--- src/rtl/counter_monitor_pkg.sv ---
// Shared types for the counter_monitor observer: FSM states and error codes.
package counter_monitor_pkg;

  typedef enum logic {
    S_INIT  = 1'b0,
    S_TRACK = 1'b1
  } state_t;

  typedef enum logic [1:0] {
    ERR_NONE      = 2'd0,
    ERR_RESET_VAL = 2'd1,
    ERR_STEP      = 2'd2,
    ERR_HOLD      = 2'd3
  } err_code_t;

endpackage

--- src/rtl/sat_counter.sv ---
// Up-counter that sticks at all-ones; synchronous clear wins over increment.
module sat_counter #(
  parameter int W = 8
) (
  input  logic         clk,
  input  logic         rst,
  input  logic         inc,
  input  logic         clr,
  output logic [W-1:0] q
);

  logic [W-1:0] q_d;

  always_comb begin
    q_d = q;
    if (clr) begin
      q_d = '0;
    end else if (inc && (q != '1)) begin
      q_d = q + W'(1);
    end
  end

  always_ff @(posedge clk or posedge rst) begin
    if (rst) begin
      q <= '0;
    end else begin
      q <= q_d;
    end
  end

endmodule

--- src/rtl/counter_monitor.sv ---
// Observer for an up-counter: resyncing reference model, per-event error pulse,
// sticky flag, first bad value and saturating error/wrap statistics.
module counter_monitor
  import counter_monitor_pkg::*;
#(
  parameter int WIDTH      = 4,
  parameter int ERR_CNT_W  = 8,
  parameter int WRAP_CNT_W = 8
) (
  input  logic                  clk,
  input  logic                  rst,
  input  logic                  up,
  input  logic [WIDTH-1:0]      dout,
  input  logic                  chk_en,
  input  logic                  clr,
  output logic                  err_pulse,
  output logic [1:0]            err_code,
  output logic                  err_sticky,
  output logic [ERR_CNT_W-1:0]  err_count,
  output logic [WRAP_CNT_W-1:0] wrap_count,
  output logic [WIDTH-1:0]      exp_dout,
  output logic [WIDTH-1:0]      first_err_val,
  output state_t                dbg_state
);

  state_t           state_q;
  logic [WIDTH-1:0] prev_dout_q;
  logic             prev_up_q;
  logic             err_pulse_q;
  err_code_t        err_code_q;
  logic             err_sticky_q, err_sticky_d;
  logic [WIDTH-1:0] first_err_q, first_err_d;
  logic [WIDTH-1:0] exp_dout_q;

  logic [WIDTH-1:0] exp_model;
  err_code_t        viol_code;
  logic             viol;
  logic             wrap;

  // Model value for the current sample, built from the previous sample only.
  always_comb begin
    exp_model = prev_up_q ? (prev_dout_q + WIDTH'(1)) : prev_dout_q;
    viol_code = ERR_NONE;
    if (chk_en) begin
      if (state_q == S_INIT) begin
        if (dout != '0) viol_code = ERR_RESET_VAL;
      end else if (dout != exp_model) begin
        viol_code = prev_up_q ? ERR_STEP : ERR_HOLD;
      end
    end
  end

  assign viol = (viol_code != ERR_NONE);
  assign wrap = (state_q == S_TRACK) && prev_up_q && (&prev_dout_q) && (dout == '0);

  always_comb begin
    err_sticky_d = err_sticky_q;
    first_err_d  = first_err_q;
    if (clr) begin
      err_sticky_d = 1'b0;
      first_err_d  = '0;
    end else if (viol) begin
      err_sticky_d = 1'b1;
      if (!err_sticky_q) first_err_d = dout;
    end
  end

  always_ff @(posedge clk or posedge rst) begin
    if (rst) begin
      state_q      <= S_INIT;
      prev_dout_q  <= '0;
      prev_up_q    <= 1'b0;
      err_pulse_q  <= 1'b0;
      err_code_q   <= ERR_NONE;
      err_sticky_q <= 1'b0;
      first_err_q  <= '0;
      exp_dout_q   <= '0;
    end else begin
      state_q      <= S_TRACK;
      prev_dout_q  <= dout;
      prev_up_q    <= up;
      err_pulse_q  <= viol;
      err_code_q   <= viol_code;
      err_sticky_q <= err_sticky_d;
      first_err_q  <= first_err_d;
      exp_dout_q   <= up ? (dout + WIDTH'(1)) : dout;
    end
  end

  sat_counter #(.W(ERR_CNT_W)) u_err_cnt (
    .clk (clk),
    .rst (rst),
    .inc (viol),
    .clr (clr),
    .q   (err_count)
  );

  // Wraps are statistics of the observed counter, so clr leaves them alone.
  sat_counter #(.W(WRAP_CNT_W)) u_wrap_cnt (
    .clk (clk),
    .rst (rst),
    .inc (wrap),
    .clr (1'b0),
    .q   (wrap_count)
  );

  assign err_pulse     = err_pulse_q;
  assign err_code      = err_code_q;
  assign err_sticky    = err_sticky_q;
  assign exp_dout      = exp_dout_q;
  assign first_err_val = first_err_q;
  assign dbg_state     = state_q;

endmodule

--- config.mk ---
export PLATFORM = sky130hd
export DESIGN_NAME = counter_monitor
export DESIGN_NICKNAME = d
export VERILOG_FILES = /design/src/rtl/counter_monitor_pkg.sv /design/src/rtl/sat_counter.sv /design/src/rtl/counter_monitor.sv
export SDC_FILE = /design/constraint.sdc
export NUM_CORES = 1
export LEC_CHECK = 0
export ABC_AREA = 1
export BUFFER_PORTS_ARGS = -buffer_cell sky130_fd_sc_hd__buf_2
export CAP_MARGIN = 20
export CORE_ASPECT_RATIO = 0.6
export CORE_UTILIZATION = 59
export CTS_CLUSTER_DIAMETER = 120
export DETAILED_ROUTE_END_ITERATION = 8
export PLACE_DENSITY_LB_ADDON = 0.3
export SLEW_MARGIN = 10
export SYNTH_ARGS = -nofsm -noshare
export SYNTH_HDL_FRONTEND = slang
export SYNTH_HIERARCHICAL = 1
export SYNTH_SLANG_ARGS = --single-unit
export TNS_END_PERCENT = 1
--- constraint.sdc ---
create_clock -name clk -period 3.2 [get_ports clk]
set_input_delay 0.64 -clock clk [delete_from_list [all_inputs] [get_ports clk]]
set_output_delay 0.64 -clock clk [all_outputs]
set_load 0.01 [all_outputs]
After elaboration in Yosys (flattened, before gate mapping)
Cells that the tools add are included.
Operators by class
  add/subtract/negate cells: 4
  eq/ne operators: 4
  muxes and demuxes: 14
  reductions and logical operators: 12
Operator list (count)
  2-to-1 mux 4 bit: 5
  adder 8 x 1 -> 8 bit (second input constant): 2
  2-to-1 mux 8 bit: 2
  inequality test 8 bit (second input constant): 2
  adder 4 x 1 -> 4 bit (second input constant): 2
  2-to-1 mux 2 bit: 3
  nonzero test 2 bit: 3
  logical AND 1 bit: 5
  zero test 4 bit: 1
  2-to-1 mux 1 bit: 4
  inequality test 4 bit: 1
  AND reduction 4 bit: 1
  nonzero test 4 bit: 1
  inequality test 2 bit (second input constant): 1
  AND reduction 2 bit: 1
Word-level totals
  register bits after elaboration: 34
  input bits: 9
  output and inout port bits: 29
  word-level logic and storage cells: 44

Depth between registers and ports, before layout
Gate-level depths: netlist of run 1.
  depth after elaboration: 10
  mapped depth: 15
  gate-level depth less buffers: 15

Modules after synthesis
The synthesis of run 1 kept the hierarchy.
Modules (own cells, without submodules)
  sat_counter: times used 2, cells each 69, area each 506.7 um^2, sequential area each 200.2 um^2
  counter_monitor: times used 1, cells each 111, area each 887.1 um^2, sequential area each 450.4 um^2

Worst setup path after synthesis of run 1
OpenSTA, ideal clock, no wires.
  kind: input-to-reg
  from: in dout[1]
  to: reg u_wrap_cnt.q[7]
  arrival: 1.636 ns
  setup slack: 1.451 ns
  cell stages on the path: 9
  cells stage by stage: inv_1 > ha_1 > nand3_1 > nor3_1 > inv_1 > a21oi_1 > nand3_1 > nand2_1 > inv_1
On the way
  cells in the longest elaborated chain, start to end: 3
RTL lines
  start: declaration: line counter_monitor.sv:13  | input logic [WIDTH-1:0] dout,
  zero test 4 bit: line counter_monitor.sv:54  | assign wrap = (state_q == S_TRACK) && prev_up_q && (&prev_dout_q) && (dout == '0);
  logical AND 1 bit: line counter_monitor.sv:54
  via wrap: line counter_monitor.sv:38  | logic wrap;
  logical AND 1 bit: line sat_counter.sv:18  | end else if (inc && (q != '1)) begin
  end signal: assignment: line sat_counter.sv:27  | q <= q_d;
  end: declaration: line sat_counter.sv:9  | output logic [W-1:0] q
The timed path passes the listed nets, and every way through them passes these cells.
A chain may end at the register's enable or synchronous reset.

Worst setup path after layout of run 1
  from: reg prev_dout_q[0]
  to: reg u_err_cnt.q[7]
On the way
  cells in the longest elaborated chain, start to end: 9
RTL lines
  start: declaration: line counter_monitor.sv:27  | logic [WIDTH-1:0] prev_dout_q;
  start signal: assignment: line counter_monitor.sv:80  | prev_dout_q <= dout;
  adder 4 x 1 -> 4 bit: line counter_monitor.sv:42  | exp_model = prev_up_q ? (prev_dout_q + WIDTH'(1)) : prev_dout_q;
  2-to-1 mux 4 bit (*): line counter_monitor.sv:42
  inequality test 4 bit (*): line counter_monitor.sv:47  | end else if (dout != exp_model) begin
  2-to-1 mux 2 bit (*): line counter_monitor.sv:47
  2-to-1 mux 2 bit (*): line counter_monitor.sv:45  | if (state_q == S_INIT) begin
  2-to-1 mux 2 bit (*): line counter_monitor.sv:44  | if (chk_en) begin
  nonzero test 2 bit (*): line counter_monitor.sv:53  | assign viol = (viol_code != ERR_NONE);
  via viol: line counter_monitor.sv:37  | logic viol;
  logical AND 1 bit (*): line sat_counter.sv:18
  nonzero test 2 bit (no source line) (*)
  end signal: assignment: line sat_counter.sv:27
  end: declaration: line sat_counter.sv:9
Mark *: on every way through the listed nets, which the timed path passes. The rest lies on a longest branch.

==> impl_metrics.csv, run 1 <==
group,metric,value,unit
status,outcome,"finished, final reports clean",
job,maxCapViolCount,0,
global_routing,grt_use_total,0.281,
setup_path,max_stage_delay,0.42,ns
global_routing,grt_pass1_vias,1460,
sta,hold_ws,0.306,ns
final_layout,syn2layout_area_growth,20.3,%
routing,dr.pass1.iters,7,
place,dpl.hpwl,3.19,mm
sta,fin_setup_tns,0,ns
global_routing,grt_max_degree,19,
min_path,hold_class,"in2async",
floorplanning,die_h,46.0,µm
global_routing,gr-total-overflow,0,
setup_path,start_kind,"flip-flop",
setup_path,critical_path_buf_inv_count,4,
setup_path,path_cells,"ha_1, inv_1, nand2_1, nand3_1, nand2_1, nand2_1, inv_1, nand2_1, nand2_2, nand2_2, inv_1, a21oi_1, nand3_1, nand2_1, inv_1",
place,portBuffers,37,
floorplanning,die_x,75.3,µm
setup_path,r2r_cells,15,
final_layout,fin_nets,310,
final_layout,antenna_cells,0,
floorplanning,io_pins,38,
global_routing,grt_pass1_wl,6.73,mm
routing,via_per_inst,4.95,
setup_path,crit_family,"simple AND/OR/NAND/NOR gates",
setup_path,crit_cells,15,
final_layout,layout-drive-gt1-share,0.219,
clock_network,cts_made_buffers,5,
setup_path,cp_max_fo,8,
routing,wl_per_cell,12.5,µm
logic_synthesis,yosys_warnings,6,
final_layout,final_util,0.771,
routing,routed_wl,4.25,mm
power_and_ir_drop,power-per-cell-area,467,mW/mm²
power_and_ir_drop,vdd_drop_max,0.000375,V
power_and_ir_drop,p_int,802,µW
routing,drt-initial-drc-count,116,
clock_network,cts_tree,"built",
routing,drcViolationCount,0,
setup_path,cpMostUsedCell,"nand2_1",
setup_path,regToRegSetupSlack,1.18,ns
power_and_ir_drop,p_leak,0.00135,µW
sta,skew,0.00727,ns
final_layout,n_fill_cell,227,
logic_synthesis,ys_ff_latch,34,
place,gp_congestion,0.867,
clock_network,h-tree-depth,2,
clock_network,cts_sinks,34,
power_and_ir_drop,power_frac_comb,0.113,
final_layout,final_cell_mix,"nand2_1 (90), inv_1 (40), buf_2 (37)",
routing,antenna_left,0,
power_and_ir_drop,p_seq_frac,0.435,
clock_network,postCtsSetupBuffers,0,
clock_network,cts_resized,0,
setup_path,cpMaxStageDelayCell,"dfrtp_1",
floorplanning,dieArea,0.00346,mm²
floorplanning,rows,15,
sta,worst_pin_slew,0.695,ns
sta,maxSlewHeadroom,0.536,
routing,vias,1678,
sta,fin_crit,2.02,ns
setup_path,cp.required,3.39,ns
logic_synthesis,synth_area,0.00190,mm²
clock_network,clk_pin_slew,0.08,ns
power_and_ir_drop,clock_power_share,0.452,
final_layout,mostFrequentLayoutCell,"nand2_1",
power_and_ir_drop,power.switching,267,µW
logic_synthesis,synth_cell_types,23,
clock_network,cts_buffer_depth,2,
clock_network,hold_buffers,0,
floorplanning,start_util,0.641,
setup_path,end_kind,"flip-flop",
sta,hold_viol_final,0,
sta,setup_violations,0,
setup_path,path_class,"reg2reg",
power_and_ir_drop,switching_share,0.249,
setup_path,arrival,2.21,ns
sta,fmax,496,MHz
floorplanning,core-area,0.00297,mm²
sta,slew_viol_final,0,
sta,grt_setup_unrepaired,"no",
sta,period_share,0.630,
clock_network,root_buffer,"clkbuf_8",
logic_synthesis,seq_area_frac_synth,0.448,
global_routing,antenna_found_initial,0,
logic_synthesis,avgSynthCellArea,7.63,µm²
logic_synthesis,synthCells,249,
clock_network,clock_latency,0.30,ns
## cell usage after synthesis (all sizes together)
cell | count | area share
a21oi | 4 | 0.011
clkinv | 2 | 0.0092
conb | 2 | 0.0040
dfrtp | 34 | 0.45
ha | 5 | 0.033
inv | 41 | 0.081
nand2 | 102 | 0.23
nand3 | 18 | 0.050
nand3b | 1 | 0.0040
nand4 | 5 | 0.016
nor2 | 16 | 0.042
nor3 | 1 | 0.0026
nor3b | 2 | 0.0079
o21ai | 5 | 0.013
xnor2 | 2 | 0.0092
xor2 | 9 | 0.041
## sequential cells by signal, indices dropped and copies added, names as in the netlist
signal         count
prev_up_q          1
first_err_val      4
dbg_state          1
u_wrap_cnt/q       8
u_err_cnt/q        8
err_code           2
exp_dout           4
err_sticky         1
prev_dout_q        4
err_pulse          1
## stage by stage
stage / setup WS (ns) / total power (µW) / cell area (µm²) / instances
2_1_floorplan: 1.45 / 545 / 1910 / 252
3_3_place_gp: 1.12 / 588 / 2150 / 331
3_5_place_dp: 1.05 / 592 / 2150 / 331
6_report: 1.18 / 1070 / 2290 / 339
4_1_cts: 1.22 / 1080 / 2290 / 339
5_1_grt: 1.03 / 1110 / 2290 / 339
## per-layer routing
metal | vias to the layer above | wire, µm | GRT usage
met1 | 768 | 2070 | 0.407
met2 | 62 | 1850 | 0.391
li1 | 842 | - | -
met5 | - | 0 | 0
met3 | 6 | 280 | 0.0929
met4 | 0 | 40 | 0.104
## final cells by class
| type | count | area, µm² | share of cell area |
|---|---|---|---|
| Clock inverter | 3 | 68.8 | 0.0301 |
| Multi-Input combinational cell | 175 | 890 | 0.389 |
| Tap cell | 42 | 52.6 | 0.0230 |
| Inverter | 43 | 171 | 0.0749 |
| Sequential cell | 34 | 851 | 0.372 |
| Timing Repair Buffer | 37 | 185 | 0.0810 |
| Clock buffer | 5 | 68.8 | 0.0301 |
## logic make-up after synthesis
kind of cell	Yosys count	share of synthesized area
and+or+nand+nor	145	0.351
buffers and inverters	43	0.0902
DFF	34	0.448
xor gates and xnor gates	11	0.0507
AOI/OAI and AO/OA	9	0.0237
adders and majority gates	5	0.0329
other	2	0.00395
## worst paths after layout
path	endpoint	startpoint
min in group clk	first_err_val[1]	first_err_val[1]
min	u_err_cnt/q[0]	rst
max	u_err_cnt/q[7]	prev_dout_q[0]
max in group asynchronous	prev_dout_q[3]	rst
max reg2reg	u_err_cnt/q[7]	prev_dout_q[0]
min reg2reg	first_err_val[1]	first_err_val[1]
## power by group through the flow
stage	clock network, µW	registers [µW]	logic (µW)
floorplan	0	479	65.8
CTS	491	464	121
global placement	0	472	116
finish	483	465	121
global route	510	467	136
detailed placement	0	473	119
Note: power is estimated with default switching activity, not from simulation.
==> inputs of run 2 (changes only) <==
--- a/config.mk
+++ b/config.mk
@@ -5,11 +5,11 @@
 export SDC_FILE = /design/constraint.sdc
 export NUM_CORES = 1
 export LEC_CHECK = 0
-export ABC_AREA = 1
+export ABC_AREA = 0
 export BUFFER_PORTS_ARGS = -buffer_cell sky130_fd_sc_hd__buf_2
 export CAP_MARGIN = 20
 export CORE_ASPECT_RATIO = 0.6
-export CORE_UTILIZATION = 59
+export CORE_UTILIZATION = 49
 export CTS_CLUSTER_DIAMETER = 120
 export DETAILED_ROUTE_END_ITERATION = 8
 export PLACE_DENSITY_LB_ADDON = 0.3
==> constraint.sdc (replaced) <==
create_clock -name clk -period 1.8 [get_ports clk]
set_input_delay 0.36 -clock clk [delete_from_list [all_inputs] [get_ports clk]]
set_output_delay 0.36 -clock clk [all_outputs]
set_load 0.01 [all_outputs]
==> impl_metrics.csv, run 2 <==
group,metric,value,unit
final_layout,antenna_cells,0,
routing,dr.pass1.iters,4,
sta,hold_viol_final,0,
sta,skew,0.00584,ns
routing,vias,1380,
place,gp_congestion,0.862,
sta,maxSlewHeadroom,0.547,
final_layout,mostFrequentLayoutCell,"buf_2",
clock_network,hold_buffers,0,
global_routing,grt_pass1_vias,1433,
floorplanning,die_h,49.1,µm
setup_path,arrival,2.27,ns
logic_synthesis,synth_area,0.00181,mm²
setup_path,critical_path_buf_inv_count,0,
logic_synthesis,avgSynthCellArea,10.8,µm²
routing,via_per_inst,5.11,
clock_network,clk_pin_slew,0.07,ns
clock_network,cts_buffer_depth,2,
clock_network,root_buffer,"clkbuf_8",
job,maxCapViolCount,0,
clock_network,cts_tree,"built",
routing,wl_per_cell,14.3,µm
setup_path,path_cells,"ha_1, mux2i_2, xnor2_1, a41o_1, nand2_2, nand4_1, a211oi_2, mux2_4",
logic_synthesis,synth_nets,181,
setup_path,max_stage_delay,0.39,ns
logic_synthesis,yosys_warnings,6,
logic_synthesis,synthCells,167,
floorplanning,rows,16,
sta,slew_viol_final,0,
global_routing,gr-total-overflow,0,
sta,worst_pin_slew,0.679,ns
power_and_ir_drop,p_leak,0.00116,µW
clock_network,cts_sinks,34,
setup_path,cpMaxStageDelayCell,"dfrtp_1",
final_layout,syn2layout_area_growth,26.3,%
global_routing,grt_max_degree,20,
logic_synthesis,synth_edf_count,0,
sta,hold_ws,0.0318,ns
sta,fin_crit,2.09,ns
logic_synthesis,ys_top_cells_by_area,"dfrtp_1 (47%), mux2_4 (6.6%), xnor2_1 (4.4%)",
logic_synthesis,synth_common_cells,"dfrtp_1 (34), nand2_1 (15), inv_1 (10), nand2b_1 (10)",
sta,setup_violations,17,
final_layout,stdcell_count,270,
floorplanning,die_x,80.5,µm
setup_path,cp_max_fo,3,
routing,antenna_left,0,
logic_synthesis,synth_area_leader_cell,"dfrtp_1",
place,dp_slack,-0.319,ns
power_and_ir_drop,power-per-cell-area,759,mW/mm²
place,portBuffers,37,
logic_synthesis,synth_flop_cell,"dfrtp_1",
routing,drcViolationCount,0,
sta,fmax,478,MHz
status,outcome,"finished with violations",
setup_path,path_class,"reg2reg",
setup_path,start_kind,"flip-flop",
floorplanning,dieArea,0.00395,mm²
logic_synthesis,ys_ff_latch,34,
final_layout,final_cell_mix,"buf_2 (37), dfrtp_1 (34), buf_4 (15)",
final_layout,fin_nets,238,
logic_synthesis,seq_area_frac_synth,0.470,
global_routing,antenna_found_initial,0,
final_layout,reg_top3,"u_err_cnt/q (8), u_wrap_cnt/q (8)",
clock_network,clock_latency,0.28,ns
floorplanning,io_pins,38,
routing,drt-initial-drc-count,59,
floorplanning,start_util,0.535,
global_routing,grt_pass1_wl,6.71,mm
status,violations,"negative setup slack",
clock_network,h-tree-depth,2,
setup_path,crit_family,"multiplexers",
sta,worst_slack,-0.293,ns
setup_path,cp.required,1.97,ns
logic_synthesis,yosysTopAreaCellShare,0.470,
sta,period_share,1.16,
global_routing,grt_use_total,0.231,
floorplanning,core-area,0.00338,mm²
clock_network,cts_made_buffers,5,
routing,routed_wl,3.87,mm
sta,grt_setup_unrepaired,"yes",
place,dpl.cell_count,259,
logic_synthesis,yosysMostFrequentCell,"dfrtp_1",
place,dpl.hpwl,2.90,mm
sta,fin_setup_tns,-2.63,ns
final_layout,n_fill_cell,265,
setup_path,end_kind,"flip-flop",
logic_synthesis,synthArstFlopShare,1.00,
min_path,hold_class,"in2async",
logic_synthesis,synth_cell_types,33,
final_layout,layout-drive-gt1-share,0.364,
power_and_ir_drop,vdd_drop_max,0.000427,V
==> run 2: cell types whose count changed after synthesis, moves of 7 or more <==
cell	change
nand3_1	-12
mux2_4	+8
nor2b_1	+8
xor2_1	-8
xnor2_1	+7
inv_1	-30
nand2_1	-75
nand2b_1	+10
mux2i_1	+7
nand2_2	-8
==> run 2: kinds of logic (layout without fill, tap and decap cells) <==
kind of cell	count (synthesis)	in the layout	synth area share
multiplexers	15	15	0.105
other	2	2	0.00415
AO/OA/AOI/OAI	23	23	0.111
flip-flops	34	34	0.470
adder cells (fa/ha/maj)	5	5	0.0346
XOR/XNOR	10	10	0.0484
AND/OR/NAND/NOR	64	64	0.190
buffers and inverters	14	72	0.0373
==> run 2: area by class of cell <==
class / instances / area [µm²] / area share
clock buffer: 5 / 68.8 / 0.0301
timing repair buffer: 54 / 320 / 0.140
inverter: 10 / 37.5 / 0.0164
multi-input combinational: 119 / 912 / 0.399
sequential: 34 / 851 / 0.372
tap: 45 / 56.3 / 0.0246
clock inverter: 3 / 40.0 / 0.0175
==> run 2: routing by layer <==
metal | global-route usage | wire length (µm) | vias to the layer above
li1 | - | - | 686
met4 | 0.0625 | 40 | 0
met1 | 0.301 | 1900 | 662
met5 | 0 | 0 | -
met2 | 0.360 | 1770 | 26
met3 | 0.0860 | 152 | 6
==> run 2: worst paths after layout <==
check / startpoint / to / slack (ns) / depth (start not counted)
setup / recovery: prev_dout_q[1] / u_err_cnt/q[5] / -0.29 / 8
hold / removal: rst / u_wrap_cnt/q[7] / 0.03 / 2
setup reg to reg: prev_dout_q[1] / u_err_cnt/q[5] / -0.29 / 8
hold reg to reg: first_err_val[0] / first_err_val[0] / 0.54 / 2
max in group asynchronous: rst / err_code[0] / 1.17 / 2
min in group clk: up / prev_up_q / 0.28 / 1
==> run 2: repair_timing <==
item / in CTS / in global routing
gates cloned: 0 / 0
pin swaps: 4 / 1
buffers inserted: 3 / 0
resized for setup: 3 / 1
endpoints found under the setup margin: 17 / 20
==> run 2: stage by stage <==
stage	instance area [µm²]	util	power, µW
final	2290	0.676	1730
after global routing	2290	0.676	1820
after CTS	2280	0.675	1750
after detailed placement	2140	0.631	1050
after global placement	2140	0.631	1040
after floorplan	1820	-	952
==> run 2: report_power, final <==
group / total, µW / internal [µW] / switching [µW]
registers: 820 / 797 / 23.0
clock network: 688 / 407 / 280
logic: 226 / 106 / 120
==> run 2: worst reg2reg max path: cells and delay by family, from the launching register on <==
kind            cells  cell delay (ns)
mux                 2             0.49
flops               1             0.39
simple gates        2             0.27
xor+xnor            1             0.09
compound gates      2             0.44
fa+ha+maj           1             0.31
